File: src/rtl/vga_sync_decoder_if.sv
// VGA sync decoder bus: raw sync/blank inputs and recovered timing outputs.
// master drives the video stream, slave is the decoder.
`timescale 1ns/1ps

interface vga_sync_decoder_if;
    logic       pixel_clk;
    logic       hs;
    logic       vs;
    logic       blank;
    logic [9:0] RxX;
    logic [9:0] RxY;
    logic       pixel_valid;
    logic       frame_start;
    logic       locked;
    logic [9:0] line_len;
    logic [9:0] frame_lines;
    logic       err_hsync;
    logic       err_vsync;

    modport master (
        output pixel_clk, hs, vs, blank,
        input  RxX, RxY, pixel_valid, frame_start, locked,
        input  line_len, frame_lines, err_hsync, err_vsync
    );

    modport slave (
        input  pixel_clk, hs, vs, blank,
        output RxX, RxY, pixel_valid, frame_start, locked,
        output line_len, frame_lines, err_hsync, err_vsync
    );
endinterface

File: src/rtl/vga_sync_decoder.sv
// VGA sync decoder: recovers pixel coordinates from hs/vs/blank, measures
// line and frame periods, and tracks timing lock over consecutive frames.
`timescale 1ns/1ps

module vga_sync_decoder #(
    parameter int H_TOTAL     = 800,
    parameter int V_TOTAL     = 525,
    parameter int LOCK_FRAMES = 2
) (
    input logic          Clk,
    input logic          Reset,
    vga_sync_decoder_if.slave bus
);
    localparam logic [9:0] SAT = 10'd1023;
    localparam logic [9:0] HT  = 10'(H_TOTAL);
    localparam logic [9:0] VT  = 10'(V_TOTAL);
    localparam logic [7:0] LF  = 8'(LOCK_FRAMES);

    typedef enum logic [1:0] {SEARCH, ACQUIRE, LOCKED} state_t;

    state_t     state_q;
    logic [7:0] good_q;
    logic       err_seen_q, locked_q;

    logic       pclk_q, hs_q, vs_q, act_q, harm_q, varm_q;
    logic       pclk_d, hs_d, vs_d, act_d, harm_d, varm_d;
    logic [9:0] hcnt_q, lcnt_q, xcnt_q, ycnt_q;
    logic [9:0] hcnt_d, lcnt_d, xcnt_d, ycnt_d;
    logic [9:0] rx_q, ry_q, len_q, fl_q;
    logic [9:0] rx_d, ry_d, len_d, fl_d;
    logic       pv_q, fs_q, eh_q, ev_q;
    logic       pv_d, fs_d, eh_d, ev_d;

    logic       tick, hs_fall, vs_fall;
    logic       herr, wdog, verr, any_err, enter_search;
    logic [9:0] len_new, fl_new;

    // Tick/edge detection and error conditions for the current tick
    always_comb begin
        tick         = bus.pixel_clk & ~pclk_q;
        hs_fall      = tick & hs_q & ~bus.hs;
        vs_fall      = tick & vs_q & ~bus.vs;
        len_new      = (hcnt_q == SAT) ? SAT : hcnt_q + 10'd1;
        fl_new       = (hs_fall && lcnt_q != SAT) ? lcnt_q + 10'd1 : lcnt_q;
        herr         = hs_fall & harm_q & (len_new != HT);
        wdog         = tick & ~hs_fall & (hcnt_q == SAT - 10'd1);
        verr         = vs_fall & varm_q & (fl_new != VT);
        any_err      = herr | wdog | verr;
        enter_search = (state_q == LOCKED) & any_err;
    end

    // Next-state for counters, coordinate capture and measurements
    always_comb begin
        pclk_d = bus.pixel_clk;
        hs_d   = hs_q;
        vs_d   = vs_q;
        hcnt_d = hcnt_q;
        lcnt_d = lcnt_q;
        xcnt_d = xcnt_q;
        ycnt_d = ycnt_q;
        act_d  = act_q;
        harm_d = harm_q;
        varm_d = varm_q;
        rx_d   = rx_q;
        ry_d   = ry_q;
        len_d  = len_q;
        fl_d   = fl_q;
        pv_d   = 1'b0;
        fs_d   = 1'b0;
        eh_d   = 1'b0;
        ev_d   = 1'b0;
        if (tick) begin
            hs_d = bus.hs;
            vs_d = bus.vs;
            if (hs_fall)
                hcnt_d = '0;
            else if (hcnt_q != SAT)
                hcnt_d = hcnt_q + 10'd1;
            if (hs_fall) begin
                harm_d = 1'b1;
                if (harm_q)
                    len_d = len_new;
            end
            eh_d   = herr | wdog;
            lcnt_d = vs_fall ? '0 : fl_new;
            if (vs_fall) begin
                fl_d   = fl_new;
                fs_d   = 1'b1;
                varm_d = 1'b1;
            end
            ev_d = verr;
            if (bus.blank) begin
                rx_d   = xcnt_q;
                ry_d   = ycnt_q;
                pv_d   = 1'b1;
                xcnt_d = xcnt_q + 10'd1;
            end else begin
                xcnt_d = '0;
            end
            act_d = act_q | bus.blank;
            if (hs_fall && act_q) begin
                ycnt_d = (ycnt_q == SAT) ? SAT : ycnt_q + 10'd1;
                act_d  = bus.blank;
            end
            if (vs_fall) begin
                ycnt_d = '0;
                act_d  = 1'b0;
            end
            if (enter_search) begin
                harm_d = 1'b0;
                varm_d = 1'b0;
            end
        end
    end

    // Datapath registers
    always_ff @(posedge Clk or posedge Reset) begin
        if (Reset) begin
            pclk_q <= 1'b0;
            hs_q   <= 1'b0;
            vs_q   <= 1'b0;
            hcnt_q <= '0;
            lcnt_q <= '0;
            xcnt_q <= '0;
            ycnt_q <= '0;
            act_q  <= 1'b0;
            harm_q <= 1'b0;
            varm_q <= 1'b0;
            rx_q   <= '0;
            ry_q   <= '0;
            len_q  <= '0;
            fl_q   <= '0;
            pv_q   <= 1'b0;
            fs_q   <= 1'b0;
            eh_q   <= 1'b0;
            ev_q   <= 1'b0;
        end else begin
            pclk_q <= pclk_d;
            hs_q   <= hs_d;
            vs_q   <= vs_d;
            hcnt_q <= hcnt_d;
            lcnt_q <= lcnt_d;
            xcnt_q <= xcnt_d;
            ycnt_q <= ycnt_d;
            act_q  <= act_d;
            harm_q <= harm_d;
            varm_q <= varm_d;
            rx_q   <= rx_d;
            ry_q   <= ry_d;
            len_q  <= len_d;
            fl_q   <= fl_d;
            pv_q   <= pv_d;
            fs_q   <= fs_d;
            eh_q   <= eh_d;
            ev_q   <= ev_d;
        end
    end

    // Lock FSM: counts clean frames between vs edges, drops on any error
    always_ff @(posedge Clk or posedge Reset) begin
        if (Reset) begin
            state_q    <= SEARCH;
            good_q     <= '0;
            err_seen_q <= 1'b0;
            locked_q   <= 1'b0;
        end else if (tick) begin
            unique case (state_q)
                SEARCH: begin
                    if (vs_fall) begin
                        state_q    <= ACQUIRE;
                        good_q     <= '0;
                        err_seen_q <= 1'b0;
                    end
                end
                ACQUIRE: begin
                    if (vs_fall) begin
                        err_seen_q <= 1'b0;
                        if (err_seen_q || any_err) begin
                            good_q <= '0;
                        end else if (good_q + 8'd1 == LF) begin
                            good_q   <= '0;
                            state_q  <= LOCKED;
                            locked_q <= 1'b1;
                        end else begin
                            good_q <= good_q + 8'd1;
                        end
                    end else if (any_err) begin
                        err_seen_q <= 1'b1;
                        good_q     <= '0;
                    end
                end
                LOCKED: begin
                    if (any_err) begin
                        state_q  <= SEARCH;
                        locked_q <= 1'b0;
                    end
                end
                default: begin
                    state_q  <= SEARCH;
                    locked_q <= 1'b0;
                end
            endcase
        end
    end

    assign bus.RxX         = rx_q;
    assign bus.RxY         = ry_q;
    assign bus.pixel_valid = pv_q;
    assign bus.frame_start = fs_q;
    assign bus.locked      = locked_q;
    assign bus.line_len    = len_q;
    assign bus.frame_lines = fl_q;
    assign bus.err_hsync   = eh_q;
    assign bus.err_vsync   = ev_q;
endmodule

File: src/flat_wrapper.sv
// flat-port wrapper written by rule: the top's interface ports become plain ports
module vga_sync_decoder_flat 
#(
    parameter int H_TOTAL     = 800,
    parameter int V_TOTAL     = 525,
    parameter int LOCK_FRAMES = 2
)
  (Clk, Reset, bus_pixel_clk, bus_hs, bus_vs, bus_blank, bus_RxX, bus_RxY, bus_pixel_valid, bus_frame_start, bus_locked, bus_line_len, bus_frame_lines, bus_err_hsync, bus_err_vsync);
  vga_sync_decoder_if bus_i ();
  input logic Clk;
  input logic Reset;
  input wire logic [$bits(bus_i.pixel_clk)-1:0] bus_pixel_clk;
  input wire logic [$bits(bus_i.hs)-1:0] bus_hs;
  input wire logic [$bits(bus_i.vs)-1:0] bus_vs;
  input wire logic [$bits(bus_i.blank)-1:0] bus_blank;
  output wire logic [$bits(bus_i.RxX)-1:0] bus_RxX;
  output wire logic [$bits(bus_i.RxY)-1:0] bus_RxY;
  output wire logic [$bits(bus_i.pixel_valid)-1:0] bus_pixel_valid;
  output wire logic [$bits(bus_i.frame_start)-1:0] bus_frame_start;
  output wire logic [$bits(bus_i.locked)-1:0] bus_locked;
  output wire logic [$bits(bus_i.line_len)-1:0] bus_line_len;
  output wire logic [$bits(bus_i.frame_lines)-1:0] bus_frame_lines;
  output wire logic [$bits(bus_i.err_hsync)-1:0] bus_err_hsync;
  output wire logic [$bits(bus_i.err_vsync)-1:0] bus_err_vsync;
  assign bus_i.pixel_clk = bus_pixel_clk;
  assign bus_i.hs = bus_hs;
  assign bus_i.vs = bus_vs;
  assign bus_i.blank = bus_blank;
  assign bus_RxX = bus_i.RxX;
  assign bus_RxY = bus_i.RxY;
  assign bus_pixel_valid = bus_i.pixel_valid;
  assign bus_frame_start = bus_i.frame_start;
  assign bus_locked = bus_i.locked;
  assign bus_line_len = bus_i.line_len;
  assign bus_frame_lines = bus_i.frame_lines;
  assign bus_err_hsync = bus_i.err_hsync;
  assign bus_err_vsync = bus_i.err_vsync;
  vga_sync_decoder #(.H_TOTAL(H_TOTAL), .V_TOTAL(V_TOTAL), .LOCK_FRAMES(LOCK_FRAMES)) u_core (.Clk(Clk), .Reset(Reset), .bus(bus_i));
endmodule
File: config.mk
export PLATFORM = sky130hd
export DESIGN_NAME = vga_sync_decoder_flat
export DESIGN_NICKNAME = d
export VERILOG_FILES = /design/src/rtl/vga_sync_decoder_if.sv /design/src/rtl/vga_sync_decoder.sv /design/src/flat_wrapper.sv
export SDC_FILE = /design/constraint.sdc
export NUM_CORES = 1
export LEC_CHECK = 0
export ABC_AREA = 1
export BUFFER_PORTS_ARGS = -buffer_cell sky130_fd_sc_hd__buf_2
export CAP_MARGIN = 20
export CELL_PAD_IN_SITES_DETAIL_PLACEMENT = 2
export CELL_PAD_IN_SITES_GLOBAL_PLACEMENT = 2
export CORE_ASPECT_RATIO = 1.4
export CORE_MARGIN = 1
export CORE_UTILIZATION = 32
export CTS_CLUSTER_DIAMETER = 40
export DETAILED_ROUTE_END_ITERATION = 8
export PLACE_DENSITY_LB_ADDON = 0.25
export SLEW_MARGIN = 15
export SYNTH_ARGS = -nofsm -noshare
export SYNTH_HDL_FRONTEND = slang
export SYNTH_SLANG_ARGS = --single-unit
File: constraint.sdc
create_clock -name Clk -period 3.2 [get_ports Clk]
set_clock_uncertainty 0.15 [all_clocks]
set_input_delay 0.48 -clock Clk [delete_from_list [all_inputs] [get_ports Clk]]
set_output_delay 0.48 -clock Clk [all_outputs]
set_load 0.1 [all_outputs]
==> run summary, run 1 <==
• **diode insertion count for antenna repair** 0
• **critical path launch point type** flop
• **Worst setup EP type** flop
• **largest net degree at the start of global routing** 47
• **post-synthesis sequential element count** 102
• **final global-route overflow total** 0
• **half-perimeter wire length after detailed placement** 9967 microns
• **overall die height** 149.1 microns
• **Final GP Congestion** 0.8055
• **count of hold-fix buffers inserted at cts** 0
• **CTS clock-pin slew for the worst setup and hold paths** 70 ps
• **Syn-to-layout area delta** 16.71%
• **DRC violations left** 0
• **CTS sink count** 102
• **total leakage power** 2.797 nW
• **layout net count** 646
• **setup repair after global routing missed its margin** false
• **number of nets in the synthesized netlist** 588
• **buffers from clock root to sink, at most** 2
• **number of vias after detailed routing** 4,194
• **total I/O pin count** 51
• **final cell utilization of the core** 0.3837
• **required time at the endpoint of the critical path** 3280 ps
• **leading cell types in the layout, fill and taps excluded** sky130_fd_sc_hd__nand2_1, sky130_fd_sc_hd__dfrtp_1, sky130_fd_sc_hd__inv_1, sky130_fd_sc_hd__o21ai_0, sky130_fd_sc_hd__buf_2
• **placement-stage cell area** 0.005466 sq mm
• **register area share after synthesis** 0.5158
• **Final Max Slew Viols** 0
• **share of synthesized flip-flops with an asynchronous set or reset** 1.000
• **area of the placeable core** 0.01505 sq mm
• **number of failing setup endpoints in the final timing report** 0
• **largest fanout on the critical path** 13
• **floorplan die width** 107.1 microns
• **clk root buf** sky130_fd_sc_hd__clkbuf_16
• **slew at the pin closest to its max-slew limit** 735.5 ps
• **share of final-layout standard cells stronger than drive strength 1** 0.1771
• **1st-pass router iterations** 4
• **post-synthesis cell area** 0.004948 sq mm
• **count of flip-flops with a built-in enable after synthesis** 0
• **time the worst path needs with I/O delays and setup** 2655 ps
• **average cell area after synthesis** 8.606 sq um
• **total of cells resized after clock tree synthesis** 0
• **aggregate global-route resource usage** 0.1821
• **effective utilization at floorplan** 0.3287
• **gate count of the mapped netlist** 575
• **type of the tightest min-delay check** in -> async
• **worst path arrival time** 2740 ps
• **via count of the first global-routing pass** 4,730
• **sum of routed wire length over all layers** 13,340 microns
• **number of H-tree levels** 3
• **Final Hold Viols** 0
• **maximum ir drop on the vdd rail** 0.7374 mV
• **first-pass GRT wire length** 22,870 microns
• **Pwr Density** 770.2 mW/mm^2
• **primary flip-flop cell chosen by synthesis mapping** sky130_fd_sc_hd__dfrtp_1
• **source-to-sink clock delay at the later pin of the worst-skew pair** 350 ps
• **Max-Slew Margin vs Limit** 0.5086
• **# Post-CTS Setup Buffers** 0
• **TritonCTS clock tree** built
• **number of violations of the max-capacitance limit** 0
• **fin area** 0.005776 sq mm
• **Final period util** 0.8297
• **WS Path Type** reg -> reg
• **run status** complete, no violations
• **final hold slack** 90.72 ps
• **most common cell after layout, fill and taps aside** sky130_fd_sc_hd__nand2_1
• **antenna viol nets, final** 0
• **number of unique standard cell types used by synthesis** 42
• **Wirelength per Cell** 16.07 microns
• **number of antenna violations at the first check in global routing** 0
• **YS warnings** 0
• **clock buffer count from CTS** 9
• **total of buffers placed on input and output ports** 50
• **Total Die Area** 0.01597 sq mm
• **post-route setup TNS** 0 ps
• **standard-cell rows** 53
• **Vias/cell** 5.053
• **maximum operating frequency** 376.6 MHz
• **Detailed Route Iter0 Violations** 96
report_power, final:
group / total [mW] / switching, mW / internal, mW
sequential: 1.68 / 0.166 / 1.51
clock: 1.15 / 0.511 / 0.639
combinational: 1.62 / 1.32 / 0.306
kinds of logic after synthesis:
logic type | count (synthesis) | synth area share
fa+ha+maj | 7 | 0.01770
xor+xnor | 15 | 0.02655
simple gates | 254 | 0.2420
flops | 102 | 0.5158
buf+inv | 93 | 0.07231
compound gates | 104 | 0.1257
final timing paths:
path                              startpoint                   endpoint  slack, ps  cells after the start
setup reg to reg               u_core.pclk_q           u_core.good_q[2]        540                     12
setup / recovery               u_core.pclk_q           u_core.good_q[2]        540                     12
max in group asynchronous              Reset  u_core.bus.frame_lines[6]       2030                      3
min in group Clk               bus_pixel_clk              u_core.pclk_q        160                      1
hold / removal                         Reset           u_core.ycnt_q[2]         90                      2
hold reg to reg            u_core.bus.locked          u_core.bus.locked        320                      2
sequential cells by signal, indices dropped and copies added (netlist names):
signal	flops
u_core.hs_q	1
u_core.act_q	1
u_core.vs_q	1
u_core.pclk_q	1
u_core.bus.line_len	10
u_core.bus.err_vsync	1
u_core.harm_q	1
u_core.bus.RxX	10
u_core.varm_q	1
u_core.ycnt_q	10
u_core.bus.pixel_valid	1
u_core.bus.RxY	10
u_core.bus.err_hsync	1
u_core.bus.frame_start	1
u_core.state_q	2
u_core.bus.frame_lines	10
u_core.bus.locked	1
u_core.err_seen_q	1
u_core.xcnt_q	10
u_core.good_q	8
u_core.lcnt_q	10
u_core.hcnt_q	10
cell usage after synthesis (5+ instances only):
cell type / number / share of area
sky130_fd_sc_hd__dfrtp_1: 102 / 0.52
sky130_fd_sc_hd__a21oi_1: 12 / 0.012
sky130_fd_sc_hd__nor3_1: 5 / 0.0051
sky130_fd_sc_hd__nand2_2: 5 / 0.0063
sky130_fd_sc_hd__xor2_1: 10 / 0.018
sky130_fd_sc_hd__nor2_4: 5 / 0.011
sky130_fd_sc_hd__nand3b_1: 5 / 0.0076
sky130_fd_sc_hd__o22ai_1: 13 / 0.016
sky130_fd_sc_hd__nand3_1: 30 / 0.030
sky130_fd_sc_hd__nand4_1: 11 / 0.014
sky130_fd_sc_hd__o21ai_0: 52 / 0.053
sky130_fd_sc_hd__xnor2_1: 5 / 0.0088
sky130_fd_sc_hd__inv_2: 9 / 0.0068
sky130_fd_sc_hd__nor2_1: 48 / 0.036
sky130_fd_sc_hd__inv_1: 72 / 0.055
sky130_fd_sc_hd__nand2_1: 128 / 0.097
sky130_fd_sc_hd__ha_1: 7 / 0.018
sky130_fd_sc_hd__clkbuf_1: 7 / 0.0053
sky130_fd_sc_hd__a2bb2oi_1: 6 / 0.011
through the flow:
step	setup WS, ps	instances	power [mW]
floorplan	1027	575	3.006
global placement	506.5	814	3.294
detailed placement	336.0	814	3.338
CTS	491.2	830	4.518
global route	296.5	830	4.671
finish	544.9	830	4.448
layout make-up:
cell class	count	area, sq um
Fill cell	1705	9278
Sequential cell	102	2552
Multi-Input combinational cell	380	2038
Inverter	83	320.3
Timing Repair Buffer	57	315.3
Clock buffer	11	242.7
Tap cell	192	240.2
Clock inverter	5	66.31
critical path, cell delays in order, from the launching register on:
cell,delay [ps]
sky130_fd_sc_hd__dfrtp_1,410
sky130_fd_sc_hd__inv_1,90
sky130_fd_sc_hd__nand3_2,90
sky130_fd_sc_hd__nor2_4,300
sky130_fd_sc_hd__nand2_1,190
sky130_fd_sc_hd__inv_1,330
sky130_fd_sc_hd__nand3_1,190
sky130_fd_sc_hd__nand3_2,140
sky130_fd_sc_hd__nor2_4,70
sky130_fd_sc_hd__a21boi_2,300
sky130_fd_sc_hd__inv_2,120
sky130_fd_sc_hd__nand2_1,100
sky130_fd_sc_hd__o21ai_2,50
per-layer routing:
| metal | share of wire | track usage | vias to the layer above | wire (microns) |
|---|---|---|---|---|
| li1 | - | - | 1986 | - |
| met5 | 0 | 0 | - | 0 |
| met2 | 0.54 | 0.3439 | 45 | 7193 |
| met4 | 0.015 | 0.05959 | 0 | 204 |
| met3 | 0.019 | 0.02403 | 16 | 254 |
| met1 | 0.43 | 0.2085 | 2147 | 5685 |
Power figures use the tool's default switching activity.
==> run 2: changes to the inputs <==
- clock period: 3.2 -> 2.15 ns (I/O delays scaled with it)
==> run 2 against run 1 <==
First-iteration DRC count up 21%. Hold slack better by 1.1 ps. Worst setup slack got worse by 970 ps. Sequential power increased by 51%. The run now ends with negative setup slack left. Die area did not move. Critical path type unchanged. Via count is 12% higher. Wire length up 44%.
==> run summary, run 2 (synthesis results as in run 1) <==
• **Gate power share** 0.404, +0.040
• **share of final-layout standard cells stronger than drive strength 1** 0.3736, +0.1965
• **hold path depth** 3
• **Total Die Area** 0.01597 sq mm, unchanged
• **placement-stage cell area** 0.005924 sq mm, +8.4%
• **cell with the most instances on the worst path** sky130_fd_sc_hd__nand2_1
• **maximum ir drop on the vdd rail** 0.5819 mV, -21%
• **aggregate global-route resource usage** 0.2341, +0.05208
• **Final WS setup** -427.0 ps, -971.9 ps
• **half-perimeter wire length after detailed placement** 11,640 microns, +17%
• **final hold slack** 91.77 ps, +1.055 ps
• **DRC violations left** 0, unchanged
• **total I/O pin count** 51, unchanged
• **clock buffer count from CTS** 9, unchanged
• **CTS sink count** 102, unchanged
• **critical path launch point type** flop
• **number of failing setup endpoints in the final timing report** 16, +16
• **critical path's slowest cell** sky130_fd_sc_hd__dfrtp_1
• **launch point of the worst reg-to-reg path** u_core.lcnt_q[0]
• **Detailed Route Iter0 Violations** 116, +21%
• **number of vias after detailed routing** 4,698, +12%
• **WS Path Type** reg -> reg
• **sum of routed wire length over all layers** 19,260 microns, +44%
• **reported net switching power** 3.369 mW, +69%
• **total of buffers placed on input and output ports** 50, unchanged
• **setup slack, reg-to-reg** -430 ps, -970 ps
• **Pwr Density** 1063 mW/mm^2, +38%
• **final global-route overflow total** 0, unchanged
• **source-to-sink clock delay at the later pin of the worst-skew pair** 370 ps, +20 ps
• **violations in the final reports** negative setup slack
• **Final GP Congestion** 0.8467, +5.1%
• **total leakage power** 3.346 nW, +20%
• **effective utilization at floorplan** 0.3287, unchanged
• **Wirelength per Cell** 20.94 microns, +30%
• **internal power summed over all cells** 4.033 mW, +64%
• **run status** finished with violations
• **largest fanout on the critical path** 4, -9
• **CP Cell Sequence** buf_4 > buf_4 > nand3_2 > inv_2 > nand2_1 > nand2_1 > inv_2 > o21ai_2 > nand3_1 > nor2_4 > nand2_2 > nand2_4 > nand3_4 > nand2_4 > nand3_4 > nand2_1 > nand2_1
• **clk root buf** sky130_fd_sc_hd__clkbuf_16
• **layout net count** 736, +14%
• **via count of the first global-routing pass** 5,296, +12%
• **Critical path buffers and inverters** 4, +1
• **Final Max Slew Viols** 0, unchanged
• **area of the placeable core** 0.01505 sq mm, unchanged
• **first-pass GRT wire length** 28,620 microns, +25%
• **antenna viol nets, final** 0, unchanged
• **largest net degree at the start of global routing** 33, -30%
• **delay of the slowest cell on the worst path** 480 ps, +70 ps
• **fin area** 0.006962 sq mm, +21%
• **slew at the pin closest to its max-slew limit** 712.0 ps, -23.52 ps
• **leading cell types in the layout, fill and taps excluded** sky130_fd_sc_hd__nand2_1, sky130_fd_sc_hd__dfrtp_1, sky130_fd_sc_hd__buf_4, sky130_fd_sc_hd__inv_1, sky130_fd_sc_hd__buf_2
• **fraction of power consumed by sequential logic** 0.344, -0.033
• **hold path start** bus_vs
• **buffers from clock root to sink, at most** 2, unchanged
• **TritonCTS clock tree** built
• **Worst setup EP type** flop
• **Vias/cell** 5.107, +1.1%
• **CTS clock-pin slew for the worst setup and hold paths** 80 ps, about the same
• **overall die height** 149.1 microns, unchanged
• **standard-cell rows** 53, unchanged
• **number of cell instances on the worst register-to-register path** 17, +5
• **Syn-to-layout area delta** 40.68%
• **relative contribution of the clock network to total power** 0.253, -0.005
• **cell family contributing the most delay on the critical path** simple AND/OR/NAND/NOR gates
• **fraction of power spent switching nets** 0.4551, +0.007163
• **Max-Slew Margin vs Limit** 0.5244, +0.01571
• **setup repair after global routing missed its margin** true
• **maximum operating frequency** 388.0 MHz, +3.0%
• **diode insertion count for antenna repair** 0, unchanged
• **worst path arrival time** 2680 ps, -60 ps
• **endpoint of the worst hold-timing path** u_core.vs_q
• **most common cell after layout, fill and taps aside** sky130_fd_sc_hd__nand2_1
• **Final Hold Viols** 0, unchanged
• **number of antenna violations at the first check in global routing** 2, +2
• **required time at the endpoint of the critical path** 2260 ps, -1020 ps
• **Worst R2R End** u_core.state_q[0]
• **1st-pass router iterations** 4, unchanged
• **type of the tightest min-delay check** in -> reg
• **time the worst path needs with I/O delays and setup** 2577 ps, -78.08 ps
• **number of H-tree levels** 3, unchanged
• **floorplan die width** 107.1 microns, unchanged
• **number of violations of the max-capacitance limit** 0, unchanged
• **Final period util** 1.199, +0.3689
## run 2: cell count changes in the layout (fill, tap and decap cells not counted), sizes merged
| cell | before | now |
|---|---|---|
| bufinv | 1 | 2 |
| clkbuf | 11 | 9 |
| clkinvlp | 2 | 1 |
| dlygate4sd3 | 0 | 2 |
| clkinv | 3 | 5 |
| buf | 57 | 145 |
## run 2: timing repair
action / CTS / global route
pin swaps: 31 / 33
hold buffers: 2 / 0
hold endpoints to repair: 24 / 0
resized for setup: 43 / 68
setup buffers: 18 / 14
setup endpoints to repair: 17 / 37
cloned: 0 / 1
## run 2: worst reg2reg max path, stage by stage (launching register included)
cell	delay (ps)
sky130_fd_sc_hd__dfrtp_1	480
sky130_fd_sc_hd__buf_4	160
sky130_fd_sc_hd__buf_4	120
sky130_fd_sc_hd__nand3_2	150
sky130_fd_sc_hd__inv_2	130
sky130_fd_sc_hd__nand2_1	80
sky130_fd_sc_hd__nand2_1	120
sky130_fd_sc_hd__inv_2	50
sky130_fd_sc_hd__o21ai_2	130
sky130_fd_sc_hd__nand3_1	130
sky130_fd_sc_hd__nor2_4	120
sky130_fd_sc_hd__nand2_2	80
sky130_fd_sc_hd__nand2_4	100
sky130_fd_sc_hd__nand3_4	120
sky130_fd_sc_hd__nand2_4	110
sky130_fd_sc_hd__nand3_4	100
sky130_fd_sc_hd__nand2_1	80
sky130_fd_sc_hd__nand2_1	70
## run 2: cell type report
cell class                      count  area, sq um
Fill cell                        1600         8092
Sequential cell                   102         2561
Multi-Input combinational cell    380         2416
Timing Repair Buffer              147         1085
Inverter                           83        330.3
Tap cell                          192        240.2
Clock buffer                        9        225.2
Clock inverter                      7        103.9
## run 2: per-stage QoR
stage | worst slack (ps) | power (mW) | setup TNS, ps | cells | utilization
2_1_floorplan | 5.177 | 4.481 | 0 | 575 | -
5_1_grt | -518.7 | 7.654 | -6983 | 920 | 0.4625
6_report | -427.0 | 7.402 | -4830 | 920 | 0.4625
3_5_place_dp | -192.2 | 5.201 | -1555 | 869 | 0.3936
4_1_cts | -184.6 | 7.229 | -2223 | 905 | 0.4387
3_3_place_gp | -75.69 | 5.091 | -380.0 | 869 | 0.3936
## run 2: power groups by stage
| stage | Combinational (mW) | Clock, mW | Sequential (mW) |
|---|---|---|---|
| 3_3_place_gp | 2.60 | 0 | 2.49 |
| 3_5_place_dp | 2.68 | 0 | 2.52 |
| 6_report | 2.99 | 1.87 | 2.54 |
| 5_1_grt | 3.14 | 1.94 | 2.58 |
| 2_1_floorplan | 0.691 | 0 | 3.79 |
| 4_1_cts | 2.86 | 1.88 | 2.49 |
## run 2: routing by layer
metal | up-vias | GRT usage | part of all wire
met3 | 35 | 0.03102 | 0.030
met5 | - | 0 | 0.00067
met4 | 2 | 0.06986 | 0.028
li1 | 2152 | - | -
met2 | 88 | 0.4500 | 0.56
met1 | 2421 | 0.2641 | 0.38
## run 2: worst max path at each step
stage,end,start,cells past startpoint,slack (ps)
after floorplan,u_core.bus.locked,u_core.hcnt_q[0],14,5
after global placement,u_core.bus.locked,u_core.lcnt_q[0],16,-80
after detailed placement,u_core.state_q[1],u_core.lcnt_q[1],16,-190
after CTS,u_core.state_q[1],u_core.lcnt_q[1],16,-180
after global routing,u_core.state_q[0],u_core.lcnt_q[0],19,-520
final,u_core.state_q[0],u_core.lcnt_q[0],17,-430
==> run 3: changes to the inputs <==
- GPL_TIMING_DRIVEN: default -> 0
==> run 3 against run 2 <==
The run still ends with negative setup slack left. Non-clock buffer count down 39. Maximum frequency up 7.7%. Final cell count down 4.0%. Total power down 5.0%. Combinational power down 7.0%. Critical path depth down 1. Global-route usage down 1.4 points. Flip-flop and latch count unchanged. Critical path type unchanged. Largest cell class unchanged.
==> run summary, run 3 (synthesis results as in run 1) <==
• **metal2 WL** 9733 microns, -9.1%
• **final global-route overflow total** 0, unchanged
• **buffers from clock root to sink, at most** 2, unchanged
• **Vias/cell** 5.119, +0.24%
• **standard-cell rows** 53, unchanged
• **overall die height** 149.1 microns, unchanged
• **final hold slack** 97.86 ps, +6.083 ps
• **total I/O pin count** 51, unchanged
• **met3 wire length** 352 microns, -40%
• **source-to-sink clock delay at the later pin of the worst-skew pair** 360 ps, about the same
• **setup slack, reg-to-reg** -240 ps, +180 ps
• **CTS clock-pin slew for the worst setup and hold paths** 70 ps, about the same
• **floorplan die width** 107.1 microns, unchanged
• **share of final-layout standard cells stronger than drive strength 1** 0.3227, -0.05091
• **first-pass GRT wire length** 26,990 microns, -5.7%
• **setup repair after global routing missed its margin** true
• **maximum ir drop on the vdd rail** 0.4930 mV, -15%
• **sum of routed wire length over all layers** 17,190 microns, -11%
• **Pwr Density** 1070 mW/mm^2, +0.60%
• **clock buffer count from CTS** 9, unchanged
• **critical path's slowest cell** sky130_fd_sc_hd__dfrtp_1
• **slew at the pin closest to its max-slew limit** 616.0 ps, -95.98 ps
• **Detailed Route Iter0 Violations** 100, -14%
• **1st-pass router iterations** 4, unchanged
• **Critical path buffers and inverters** 1, -3
• **total of buffers placed on input and output ports** 50, unchanged
• **layout net count** 699, -5.0%
• **diode insertion count for antenna repair** 0, unchanged
• **Worst setup EP type** flop
• **run status** finished with violations
• **half-perimeter wire length after detailed placement** 11,010 microns, -5.4%
• **placed insts** 820, -5.6%
• **Layout Cells excl Fill** 883, -4.0%
• **delay of the slowest cell on the worst path** 420 ps, -60 ps
• **Wirelength per Cell** 19.47 microns, -7.0%
• **CP Cell Sequence** ha_4 > nand3_2 > nor3_4 > nand2_1 > nand2_1 > nand2_1 > inv_2 > nand3_2 > nor2_2 > nand2_2 > nand2_4 > nand3_4 > nand2_4 > nand3_2 > nand2_1 > nand2_1
• **DRC violations left** 0, unchanged
• **Max-Slew Margin vs Limit** 0.5893, +0.06499
• **CTS sink count** 102, unchanged
• **aggregate global-route resource usage** 0.2206, -0.01358
• **largest net degree at the start of global routing** 35, +6.1%
• **worst path arrival time** 2480 ps, -200 ps
• **Final period util** 1.113, -0.08603
• **violations in the final reports** negative setup slack
• **sum of routed wire segments on met1** 6698 microns, -9.6%
• **via count of the first global-routing pass** 5,079, -4.1%
• **effective utilization at floorplan** 0.3287, unchanged
• **total of fill cells in the finished design** 1,608, +0.50%
• **TritonCTS clock tree** built
• **Final GP Congestion** 0.7809, -7.8%
• **placement-stage cell area** 0.005518 sq mm, -6.9%
• **total power after layout** 7.029 mW, -5.0%
• **number of vias after detailed routing** 4,520, -3.8%
• **clk root buf** sky130_fd_sc_hd__clkbuf_16
• **critical path launch point type** flop
• **antenna viol nets, final** 0, unchanged
• **Total Die Area** 0.01597 sq mm, unchanged
• **largest fanout on the critical path** 3, -1
• **cell with the most instances on the worst path** sky130_fd_sc_hd__nand2_1
• **number of antenna violations at the first check in global routing** 0, -2
• **type of the tightest min-delay check** in -> reg
• **maximum operating frequency** 418.0 MHz, +7.7%
• **total leakage power** 3.105 nW, -7.2%
• **fin area** 0.006571 sq mm, -5.6%
• **number of violations of the max-capacitance limit** 0, unchanged
• **time the worst path needs with I/O delays and setup** 2392 ps, -185.0 ps
• **leading cell types in the layout, fill and taps excluded** sky130_fd_sc_hd__nand2_1, sky130_fd_sc_hd__dfrtp_1, sky130_fd_sc_hd__inv_1, sky130_fd_sc_hd__buf_2, sky130_fd_sc_hd__o21ai_0
• **area of the placeable core** 0.01505 sq mm, unchanged
• **cell family contributing the most delay on the critical path** simple AND/OR/NAND/NOR gates
• **Syn-to-layout area delta** 32.79%
• **most common cell after layout, fill and taps aside** sky130_fd_sc_hd__nand2_1
• **Final Max Slew Viols** 0, unchanged
• **final cell utilization of the core** 0.4365, -0.02593
• **number of H-tree levels** 3, unchanged
• **Final Hold Viols** 0, unchanged
• **top routing layer in use** met4
• **Final WS setup** -242.1 ps, +185.0 ps
• **WS Path Type** reg -> reg
• **required time at the endpoint of the critical path** 2240 ps, -20 ps
• **number of failing setup endpoints in the final timing report** 14, -2
-- run 3: final cells by class --
cell class | instances | area [sq um] | area share
timing repair buffer | 98 | 680.7 | 0.1036
clock inverter | 5 | 57.56 | 0.008759
inverter | 83 | 332.8 | 0.05065
clock buffer | 11 | 252.7 | 0.03846
tap | 192 | 240.2 | 0.03656
multi-input combinational | 382 | 2399 | 0.3650
buffer | 10 | 47.55 | 0.007235
sequential | 102 | 2561 | 0.3898
-- run 3: path summary, 6_finish.rpt --
path	end	from	depth (start not counted)
max	u_core.state_q[1]	u_core.lcnt_q[1]	16
min	u_core.vs_q	bus_vs	3
max reg2reg	u_core.state_q[1]	u_core.lcnt_q[1]	16
min reg2reg	u_core.bus.frame_lines[9]	u_core.bus.frame_lines[9]	2
max in group asynchronous	u_core.hcnt_q[5]	Reset	5
min in group asynchronous	u_core.bus.frame_lines[9]	Reset	3
-- run 3: power by group --
part	switching (mW)	leakage (nW)	total (mW)	internal [mW]
logic	2.14	1.60	2.78	0.643
registers	0.267	1.35	2.52	2.25
clock network	0.758	0.155	1.73	0.967
-- run 3: through the flow --
step / setup WS [ps] / setup TNS (ps)
after CTS: -167.1 / -1716
final: -242.1 / -2675
after global routing: -379.9 / -4609
after global placement: -389.1 / -44280
after floorplan: 5.177 / 0
after detailed placement: -511.4 / -17890
-- run 3: worst register-to-register path: stages, from the launching register on --
cell                      delay (ps)
sky130_fd_sc_hd__dfrtp_1         420
sky130_fd_sc_hd__ha_4            180
sky130_fd_sc_hd__nand3_2         150
sky130_fd_sc_hd__nor3_4          270
sky130_fd_sc_hd__nand2_1         110
sky130_fd_sc_hd__nand2_1          70
sky130_fd_sc_hd__nand2_1          60
sky130_fd_sc_hd__inv_2            80
sky130_fd_sc_hd__nand3_2          80
sky130_fd_sc_hd__nor2_2          120
sky130_fd_sc_hd__nand2_2          80
sky130_fd_sc_hd__nand2_4          90
sky130_fd_sc_hd__nand3_4         110
sky130_fd_sc_hd__nand2_4         100
sky130_fd_sc_hd__nand3_2          80
sky130_fd_sc_hd__nand2_1          70
sky130_fd_sc_hd__nand2_1          50
-- run 3: timing repair --
| action | in CTS | in global routing |
|---|---|---|
| pin swaps | 28 | 23 |
| endpoints found under the hold margin | 14 | 0 |
| hold buffers | 2 | 0 |
| gates cloned | 1 | 1 |
| resized for setup | 61 | 36 |
| setup buffers | 26 | 17 |
| setup endpoints to repair | 71 | 66 |
-- run 3: routing by layer --
| metal | vias up | track usage |
|---|---|---|
| met2 | 63 | 0.4239 |
| met4 | 0 | 0.08288 |
| li1 | 2095 | - |
| met1 | 2334 | 0.2460 |
| met5 | - | 0 |
| met3 | 28 | 0.02272 |
